===== config.mk =====
export PLATFORM = sky130hd
export DESIGN_NAME = i2c_target_capture
export DESIGN_NICKNAME = d
export VERILOG_FILES = /design/src/rtl/i2c_target_capture.sv
export SDC_FILE = /design/constraint.sdc
export NUM_CORES = 1
export LEC_CHECK = 0
export ABC_CLOCK_PERIOD_IN_PS = 2700
export BUFFER_PORTS_ARGS = -buffer_cell sky130_fd_sc_hd__buf_2
export CAP_MARGIN = 40
export CORE_ASPECT_RATIO = 1.1
export CORE_UTILIZATION = 55
export CTS_CLUSTER_DIAMETER = 40
export DETAILED_ROUTE_END_ITERATION = 12
export PLACE_DENSITY = 0.77
export SETUP_SLACK_MARGIN = 0.4
export SYNTH_ARGS = -nofsm -noshare
export SYNTH_HDL_FRONTEND = slang
export SYNTH_SLANG_ARGS = --single-unit

===== constraint.sdc =====
create_clock -name clk -period 2.7 [get_ports clk]
set_clock_uncertainty 0.1 [all_clocks]
set_input_delay 0.405 -clock clk [delete_from_list [all_inputs] [get_ports clk]]
set_output_delay 0.405 -clock clk [all_outputs]
set_load 0.02 [all_outputs]

===== src/rtl/i2c_target_capture.sv =====
// I2C target that captures write bytes into an RX FIFO and serves read bytes from a
// tx_data/tx_valid source, reporting a per-transfer summary at STOP.
module i2c_target_capture #(
    parameter int                    ADDR_WIDTH  = 7,
    parameter int                    DATA_WIDTH  = 8,
    parameter int                    FIFO_DEPTH  = 16,
    parameter logic [ADDR_WIDTH-1:0] TARGET_ADDR = 7'h22
) (
    input  logic                  clk,
    input  logic                  rst,
    input  logic                  scl,
    input  logic                  sda_i,
    output logic                  sda_oe,
    output logic [DATA_WIDTH-1:0] rx_data,
    output logic                  rx_valid,
    input  logic                  rx_ready,
    input  logic [DATA_WIDTH-1:0] tx_data,
    input  logic                  tx_valid,
    output logic                  tx_ready,
    output logic                  xfer_done,
    output logic                  xfer_op,
    output logic [7:0]            xfer_count,
    output logic                  busy,
    output logic                  overflow,
    output logic                  underflow
);

    localparam int AW       = $clog2(FIFO_DEPTH);
    localparam int MAX_BITS = (DATA_WIDTH > ADDR_WIDTH + 1) ? DATA_WIDTH : ADDR_WIDTH + 1;
    localparam int CNT_W    = $clog2(MAX_BITS + 1);
    localparam logic [CNT_W-1:0] ADDR_BITS = CNT_W'(ADDR_WIDTH + 1);
    localparam logic [CNT_W-1:0] DATA_BITS = CNT_W'(DATA_WIDTH);

    typedef enum logic [2:0] {
        S_IDLE, S_ADDR, S_ADDR_ACK, S_WR_DATA, S_WR_ACK, S_RD_DATA, S_RD_ACK, S_IGNORE
    } state_t;

    // Bit 1 carries SCL, bit 0 carries SDA; all flops reset to the idle-bus level.
    logic [1:0] pin_raw;
    logic [1:0] pin_sync;
    logic [1:0] pin_prev;

    assign pin_raw = {scl, sda_i};

    genvar gi;
    generate
        for (gi = 0; gi < 2; gi++) begin : g_sync
            logic meta_reg;
            logic sync_reg;
            logic prev_reg;
            always_ff @(posedge clk) begin
                if (rst) begin
                    meta_reg <= 1'b1;
                    sync_reg <= 1'b1;
                    prev_reg <= 1'b1;
                end else begin
                    meta_reg <= pin_raw[gi];
                    sync_reg <= meta_reg;
                    prev_reg <= sync_reg;
                end
            end
            assign pin_sync[gi] = sync_reg;
            assign pin_prev[gi] = prev_reg;
        end
    endgenerate

    logic scl_sync, sda_sync, scl_rise, scl_fall, start_evt, stop_evt;
    assign scl_sync  = pin_sync[1];
    assign sda_sync  = pin_sync[0];
    assign scl_rise  = pin_sync[1] & ~pin_prev[1];
    assign scl_fall  = ~pin_sync[1] & pin_prev[1];
    // SCL must be stable high across the SDA edge, so a coincident SCL edge is not a bus condition.
    assign start_evt = pin_sync[1] & pin_prev[1] & pin_prev[0] & ~pin_sync[0];
    assign stop_evt  = pin_sync[1] & pin_prev[1] & ~pin_prev[0] & pin_sync[0];

    state_t                  state_reg, state_next;
    logic [CNT_W-1:0]        bit_cnt_reg, bit_cnt_next;
    logic [ADDR_WIDTH:0]     addr_sh_reg, addr_sh_next;
    logic [DATA_WIDTH-1:0]   data_sh_reg, data_sh_next;
    logic                    rw_reg, rw_next;
    logic                    matched_reg, matched_next;
    logic                    sda_oe_reg, sda_oe_next;
    logic                    busy_reg, busy_next;
    logic                    xfer_done_reg, xfer_done_next;
    logic                    xfer_op_reg, xfer_op_next;
    logic [7:0]              xfer_count_reg, xfer_count_next;
    logic                    overflow_reg, overflow_next;
    logic                    underflow_reg, underflow_next;
    logic                    tx_ready_reg, tx_ready_next;
    logic [AW:0]             wr_ptr_reg, rd_ptr_reg;
    logic [DATA_WIDTH-1:0]   fifo_mem [FIFO_DEPTH];

    logic                    fifo_full, fifo_empty, fifo_push, fifo_pop;
    logic                    rd_load, count_inc;
    logic [DATA_WIDTH-1:0]   load_val;

    assign fifo_empty = (wr_ptr_reg == rd_ptr_reg);
    assign fifo_full  = (wr_ptr_reg[AW] != rd_ptr_reg[AW]) &&
                        (wr_ptr_reg[AW-1:0] == rd_ptr_reg[AW-1:0]);
    assign fifo_pop   = rx_ready & ~fifo_empty;
    assign load_val   = tx_valid ? tx_data : '1;

    always_comb begin
        state_next      = state_reg;
        bit_cnt_next    = bit_cnt_reg;
        addr_sh_next    = addr_sh_reg;
        data_sh_next    = data_sh_reg;
        rw_next         = rw_reg;
        matched_next    = matched_reg;
        sda_oe_next     = sda_oe_reg;
        busy_next       = busy_reg;
        xfer_done_next  = 1'b0;
        xfer_op_next    = xfer_op_reg;
        xfer_count_next = xfer_count_reg;
        overflow_next   = overflow_reg;
        underflow_next  = underflow_reg;
        tx_ready_next   = 1'b0;
        fifo_push       = 1'b0;
        rd_load         = 1'b0;
        count_inc       = 1'b0;

        if (start_evt) begin
            state_next   = S_ADDR;
            bit_cnt_next = '0;
            sda_oe_next  = 1'b0;
            busy_next    = 1'b1;
            matched_next = 1'b0;
        end else if (stop_evt) begin
            state_next     = S_IDLE;
            sda_oe_next    = 1'b0;
            busy_next      = 1'b0;
            matched_next   = 1'b0;
            xfer_done_next = matched_reg;
        end else if (scl_rise) begin
            case (state_reg)
                S_ADDR: begin
                    if (bit_cnt_reg < ADDR_BITS) begin
                        addr_sh_next = {addr_sh_reg[ADDR_WIDTH-1:0], sda_sync};
                        bit_cnt_next = bit_cnt_reg + CNT_W'(1);
                    end
                end
                S_WR_DATA: begin
                    if (bit_cnt_reg < DATA_BITS) begin
                        data_sh_next = {data_sh_reg[DATA_WIDTH-2:0], sda_sync};
                        bit_cnt_next = bit_cnt_reg + CNT_W'(1);
                    end
                end
                S_RD_DATA: begin
                    if (bit_cnt_reg < DATA_BITS) begin
                        data_sh_next = {data_sh_reg[DATA_WIDTH-2:0], 1'b0};
                        bit_cnt_next = bit_cnt_reg + CNT_W'(1);
                    end
                end
                S_RD_ACK: begin
                    if (!sda_sync) begin
                        count_inc = 1'b1;
                    end else begin
                        state_next = S_IGNORE;
                    end
                end
                default: ;
            endcase
        end else if (scl_fall) begin
            case (state_reg)
                S_ADDR: begin
                    if (bit_cnt_reg == ADDR_BITS) begin
                        if (addr_sh_reg[ADDR_WIDTH:1] == TARGET_ADDR) begin
                            state_next      = S_ADDR_ACK;
                            sda_oe_next     = 1'b1;
                            rw_next         = addr_sh_reg[0];
                            matched_next    = 1'b1;
                            xfer_op_next    = addr_sh_reg[0];
                            xfer_count_next = 8'd0;
                        end else begin
                            state_next = S_IGNORE;
                        end
                    end
                end
                S_ADDR_ACK: begin
                    bit_cnt_next = '0;
                    if (rw_reg) begin
                        rd_load    = 1'b1;
                        state_next = S_RD_DATA;
                    end else begin
                        sda_oe_next = 1'b0;
                        state_next  = S_WR_DATA;
                    end
                end
                S_WR_DATA: begin
                    if (bit_cnt_reg == DATA_BITS) begin
                        state_next = S_WR_ACK;
                        // A pop in the same cycle frees the slot this push needs.
                        if (!fifo_full || fifo_pop) begin
                            fifo_push   = 1'b1;
                            sda_oe_next = 1'b1;
                            count_inc   = 1'b1;
                        end else begin
                            overflow_next = 1'b1;
                        end
                    end
                end
                S_WR_ACK: begin
                    sda_oe_next  = 1'b0;
                    bit_cnt_next = '0;
                    state_next   = S_WR_DATA;
                end
                S_RD_DATA: begin
                    if (bit_cnt_reg == DATA_BITS) begin
                        sda_oe_next = 1'b0;
                        state_next  = S_RD_ACK;
                    end else begin
                        sda_oe_next = ~data_sh_reg[DATA_WIDTH-1];
                    end
                end
                S_RD_ACK: begin
                    // Only reached after an ACK; a NACK already moved to IGNORE.
                    rd_load      = 1'b1;
                    bit_cnt_next = '0;
                    state_next   = S_RD_DATA;
                end
                default: ;
            endcase
        end

        if (rd_load) begin
            data_sh_next = load_val;
            sda_oe_next  = ~load_val[DATA_WIDTH-1];
            if (tx_valid) begin
                tx_ready_next = 1'b1;
            end else begin
                underflow_next = 1'b1;
            end
        end

        if (count_inc && xfer_count_reg != 8'hFF) begin
            xfer_count_next = xfer_count_reg + 8'd1;
        end
    end

    always_ff @(posedge clk) begin
        if (rst) begin
            state_reg      <= S_IDLE;
            bit_cnt_reg    <= '0;
            addr_sh_reg    <= '0;
            data_sh_reg    <= '0;
            rw_reg         <= 1'b0;
            matched_reg    <= 1'b0;
            sda_oe_reg     <= 1'b0;
            busy_reg       <= 1'b0;
            xfer_done_reg  <= 1'b0;
            xfer_op_reg    <= 1'b0;
            xfer_count_reg <= 8'd0;
            overflow_reg   <= 1'b0;
            underflow_reg  <= 1'b0;
            tx_ready_reg   <= 1'b0;
            wr_ptr_reg     <= '0;
            rd_ptr_reg     <= '0;
        end else begin
            state_reg      <= state_next;
            bit_cnt_reg    <= bit_cnt_next;
            addr_sh_reg    <= addr_sh_next;
            data_sh_reg    <= data_sh_next;
            rw_reg         <= rw_next;
            matched_reg    <= matched_next;
            sda_oe_reg     <= sda_oe_next;
            busy_reg       <= busy_next;
            xfer_done_reg  <= xfer_done_next;
            xfer_op_reg    <= xfer_op_next;
            xfer_count_reg <= xfer_count_next;
            overflow_reg   <= overflow_next;
            underflow_reg  <= underflow_next;
            tx_ready_reg   <= tx_ready_next;
            if (fifo_push) begin
                wr_ptr_reg <= wr_ptr_reg + (AW + 1)'(1);
            end
            if (fifo_pop) begin
                rd_ptr_reg <= rd_ptr_reg + (AW + 1)'(1);
            end
        end
    end

    always_ff @(posedge clk) begin
        if (fifo_push) begin
            fifo_mem[wr_ptr_reg[AW-1:0]] <= data_sh_reg;
        end
    end

    assign sda_oe     = sda_oe_reg;
    assign rx_data    = fifo_mem[rd_ptr_reg[AW-1:0]];
    assign rx_valid   = ~fifo_empty;
    assign tx_ready   = tx_ready_reg;
    assign xfer_done  = xfer_done_reg;
    assign xfer_op    = xfer_op_reg;
    assign xfer_count = xfer_count_reg;
    assign busy       = busy_reg;
    assign overflow   = overflow_reg;
    assign underflow  = underflow_reg;

endmodule


# --- After elaboration in Yosys (flattened, before gate mapping) ---
# Memories as Yosys holds them, arrays and structs flattened. A register that Yosys moved wholly into a read port is not among the register bits.
# Cells that the tools add are included.
# Widths: inputs -> output; s select.
op_classes:
  n_eq_ne: 37
  n_mux: 70
  magnitude_cmp: 1
  bitwise_logic: 21
  reduce_logical: 35
  n_addsub: 4
op_table:
  columns: ["cell", "n"]
  rows:
  - ["$mux 8", 15]
  - ["$ne 5x5->1 const B", 8]
  - ["$mux 1", 35]
  - ["$reduce_and 7->1", 5]
  - ["$mux 4", 7]
  - ["$mux 3", 9]
  - ["$pmux 3 s6", 1]
  - ["$pmux 8 s2", 1]
  - ["$reduce_bool 2->1", 8]
  - ["$reduce_bool 8->1", 2]
  - ["$ne 3x3->1 const B", 5]
  - ["$reduce_and 5->1", 3]
  - ["$ne 2x1->1 const B", 7]
  - ["$not 1->1", 13]
  - ["$reduce_or 3->1", 4]
  - ["$add 5x1->5 const B", 2]
  - ["$eq 3x3->1 const B", 3]
  - ["$add 8x1->8 const B", 1]
  - ["$and 1x1->1", 8]
  - ["$ne 4x1->1 const B", 2]
  - ["$ne 8x8->1 const B", 1]
  - ["$reduce_and 8->1", 1]
  - ["$reduce_bool 4->1", 2]
  - ["$eq 7x6->1 const B", 1]
  - ["20 further kinds", 24]
totals:
  mem_bits_rw: 128
  elab_cells: 191
  out_inout_bits: 24
  in_bits: 14
  mem_count: 1
  regBits: 55
memory_table:
  columns: ["name", "words", "width", "read_ports", "rd_clocked_by_memory_dff", "write_ports", "line_no", "text"]
  rows:
  - ["fifo_mem", 16, 8, 1, 1, 1, "91", "logic [DATA_WIDTH-1:0] fifo_mem [FIFO_DEPTH];"]

# --- Longest topological paths before layout ---
logic_depth:
  ltp_word: 14
  ltp_mapped: 9
  mapped_depth_nobuf: 7

# --- Worst setup path before layout ---
# OpenSTA, ideal clock, no wires.
synth_timing:
  path_type: "register -> register"
  start: "reg g_sync[1].prev_reg"
  end: "mem fifo_mem[0][0] (enable)"
  setup_time_ns: 0.383
  period_less_slack_ns: 2.841
  path_buffers: 2
  t_required_ns: 2.217
  path_stages_with_launch: 10
  path_slack_ns: -0.141
  t_arrival_ns: 2.358
  path_cell_list: "dfxtp_1 inv_1 ha_1 nand2b_4 buf_6 a2111oi_2 a21boi_2 buf_2 nand2_1 nor3_1"
synth_between:
  elab_chain_len: 7
  word_cells_on_any_way: 14
  classes_between: "6 x mux; 8 x bitwise"
synth_lines:
  columns: ["item", "line_no", "text"]
  rows:
  - ["start: declaration", "50", "logic prev_reg;"]
  - ["start signal: assignment", "59", "prev_reg <= sync_reg;"]
  - ["$and 1x1->1, or another cell as far along", "71", "assign scl_fall = ~pin_sync[1] & pin_prev[1];"]
  - ["$mux 1, or another cell as far along", "163", "end else if (scl_fall) begin"]
  - ["$mux 1 or $and 1x1->1 (tied branches)", "134, 74", null]
  - ["$mux 1", "128", "end else if (stop_evt) begin"]
  - ["$mux 1 (*)", "122", "if (start_evt) begin"]
  - ["$mux 1 (*)", "283", "if (fifo_push) begin"]
  - ["$mux 1 (not written as such) (*)", "284", "fifo_mem[wr_ptr_reg[AW-1:0]] <= data_sh_reg;"]
  - ["end: declaration", "91", null]
# Every way passes the cells marked *; elsewhere a longest branch is shown, timed or not.

==> out/results.ini <==
[run_status]
status=complete, but fails checks
violations=setup timing

[job]
drv_cap=0

[setup_path]
critPathArrivalTime_ns=2.31
rr_startpoint=bit_cnt_reg[1]
slowest_stage=mux4_2
worstSetupStartpointType=flop
r2r_end=fifo_mem[0][0]
crit_path_end_kind=output port
slowest_delay_ns=0.58
reg2reg_depth=11
critPathRequiredTime_ns=2.19
crit_end=rx_data[3]
worstPathCellList=buf_6 -> buf_16 -> mux4_2 -> mux4_2 -> buf_6
path_class=reg2out
r2r_slack_ns=0.32
critPathMaxFanout=6

[cts]
htree_levels=4
cts_root_buffer=clkbuf_16
clock_latency_ns=0.43
cts_hold_buffers=0
cts_buffer_depth=2
cts_sinks=187
numCtsBuffers=17
cts_tree=built
clk_pin_slew_ns=0.06

[routing]
wire_per_inst_um=23.21
dr.pass1.iters=6
wirelength_um=19500
drt_iter0_drc=528
drc=0
vias=5209
ant_nets=0
avgViaCountPerCell=6.201

[yosys]
seq_area_frac_synth=0.6283
yosys.area.top_type=edfxtp_1
synth_top_family_by_area=multiplexers
ys_ff_latch=187
synthTopCellsByArea=edfxtp_1, dfxtp_1, mux4_2
syn_area_um2=7998
synth_ff_type=edfxtp_1
async_flop_share=0
synthXorXnorAreaFrac=0.02065
synth_edf_count=128
yosysTopAreaCellShare=0.4806
synth-simple-area-share=0.09872
synth_cell_type_count=60
avgSynthCellArea_um2=14.23
muxShareOfSynthArea=0.1266
postSynthCellCount=562
yosysWarningCount=0
syn_nets=587
synth_compound_area_frac=0.08026
synthAdderAreaFrac=0.01721

[global_route]
grt_pass1_vias=5095
grt_pass1_wl_um=28030
grt_util_met3=0.04993
grtUsageMet2=0.4588
grt_overflow_total=0
grt_use_met1=0.3050
track_usage=0.2611
grt.busiest_layer=met2
grt_start_max_net_pins=35
antenna_found_initial=0

[sta]
timing.hold.ws_ns=0.05985
post-route-worst-setup-slack_ns=-0.1171
relSlewSlack=0.4949
setup_viol=8
timing.final.crit_share=1.043
rsz0062_at_grt=true
hold_violations=0
period_minus_slack_ns=2.817
max_slew.worst_pin.slew_ns=0.7567
max_freq_mhz=355.0
slew_viol_final=0
tns_ns=-0.5976

[final_layout]
diodes=0
area_growth_pct=22.62
largest_reg_flops=128
nets=666
stdcell_area_um2=9807
drive_gt1_frac=0.3344
fin_util=0.6995

[power_and_ir_drop]
p_seq_frac=0.533
p_per_area_nw_per_um2=579.3
switching_share=0.2033
total_power_mw=5.681
p_clk_frac=0.447
ir_drop_mv=0.4722
internal-power_mw=4.527
p_comb_frac=0.020
power.leakage_nw=3.299
power_switching_mw=1.155

[worst_hold_path]
min_path_type=in2reg

[floorplanning]
fp.dieW_um=117.0
design.die.area_um2=15030
coreArea_um2=14020
row_count=45
start_util=0.5705
die_y_um=128.5
num_io_pins=38

[placed_design]
place_area_um2=8559
io_buffers=37
post-dp-hpwl_um=11390
place.gp.congestion=0.9095

[power groups by stage]
stage / combinational [mW] / clock [mW] / sequential, mW
floorplan: 0.0696 / 0 / 3.10
global placement: 0.102 / 0 / 3.09
detailed placement: 0.105 / 0 / 3.09
CTS: 0.109 / 2.53 / 3.03
global route: 0.123 / 2.65 / 3.03
finish: 0.113 / 2.54 / 3.03
[worst max-delay path: cells and delay by family (launching register included)]
kind,cells,cell delay [ns]
buffers and inverters,3,0.40
flip-flops,1,0.41
multiplexers,2,1.08
[how the worst min path moves through the flow]
| stage | cells past startpoint | slack (ns) | from | to |
|---|---|---|---|---|
| after floorplan | 1 | 0.29 | g_sync[0].meta_reg | g_sync[0].sync_reg |
| after global placement | 1 | 0.30 | g_sync[1].meta_reg | g_sync[1].sync_reg |
| after detailed placement | 1 | 0.31 | g_sync[1].meta_reg | g_sync[1].sync_reg |
| after CTS | 2 | 0.05 | scl | g_sync[1].meta_reg |
| after global routing | 2 | 0.06 | scl | g_sync[1].meta_reg |
| final | 2 | 0.06 | scl | g_sync[1].meta_reg |
[cell families (layout without fill, tap and decap cells)]
kind of cell               count (synthesis)  after routing
muxes                                     51             51
AOI/OAI and AO/OA                         91             91
buffers and inverters                     53            143
DFF                                      187            187
adders and majority gates                 11             11
xor gates and xnor gates                  18             18
and+or+nand+nor                          151            151
[cells in the mapped netlist (11+ instances only)]
cell type,count
edfxtp_1,128
dfxtp_1,59
nor2_1,46
mux4_2,40
a21oi_1,33
nand2_1,26
inv_1,21
clkbuf_1,16
nand3_1,12
ha_1,11
xnor2_1,11
[per-layer routing]
metal  up-vias  routed length [µm]
li1       2305                   -
met3        55                1129
met4         0                 844
met1      2605                7094
met5         -                   0
met2       244               10430
[cell type report]
cell class	instances	area, µm²
clock buffers	18	429.2
clock inverters	12	163.9
fillers	877	4213
inverters	22	82.58
multi-input cells	322	2992
flip-flops and latches	187	5045
well taps	188	235.2
repair buffers	91	859.6
[cell usage in the layout (no fill, tap or decap), types with 8 or more instances in the layout]
cell / Yosys / layout
nor2_1: 46 / 43
a21oi_1: 33 / 32
nor2b_1: 8 / 8
a211oi_1: 9 / 9
a311o_1: 8 / 8
xnor2_1: 11 / 8
mux2i_1: 10 / 10
ha_1: 11 / 8
mux4_2: 40 / 40
clkbuf_16: 0 / 18
nand3_1: 12 / 12
nand2_1: 26 / 23
buf_6: 1 / 21
edfxtp_1: 128 / 128
inv_1: 21 / 18
dfxtp_1: 59 / 49
buf_2: 10 / 30
buf_4: 2 / 28
[repair_timing]
action | in CTS | in global routing
setup endpoints to repair | 117 | 153
buffers inserted | 19 | 7
pin swaps | 9 | 9
gates cloned | 3 | 1
resized for setup | 45 | 42
endpoints found under the hold margin | 0 | 0
[through the flow]
stage / setup WS, ns / instances
floorplan: 0.4093 / 562
global placement: 0.2745 / 779
detailed placement: 0.1477 / 780
CTS: -0.1041 / 832
global route: -0.1511 / 840
finish: -0.1171 / 840
No activity file was read; power rests on OpenSTA's default activity.
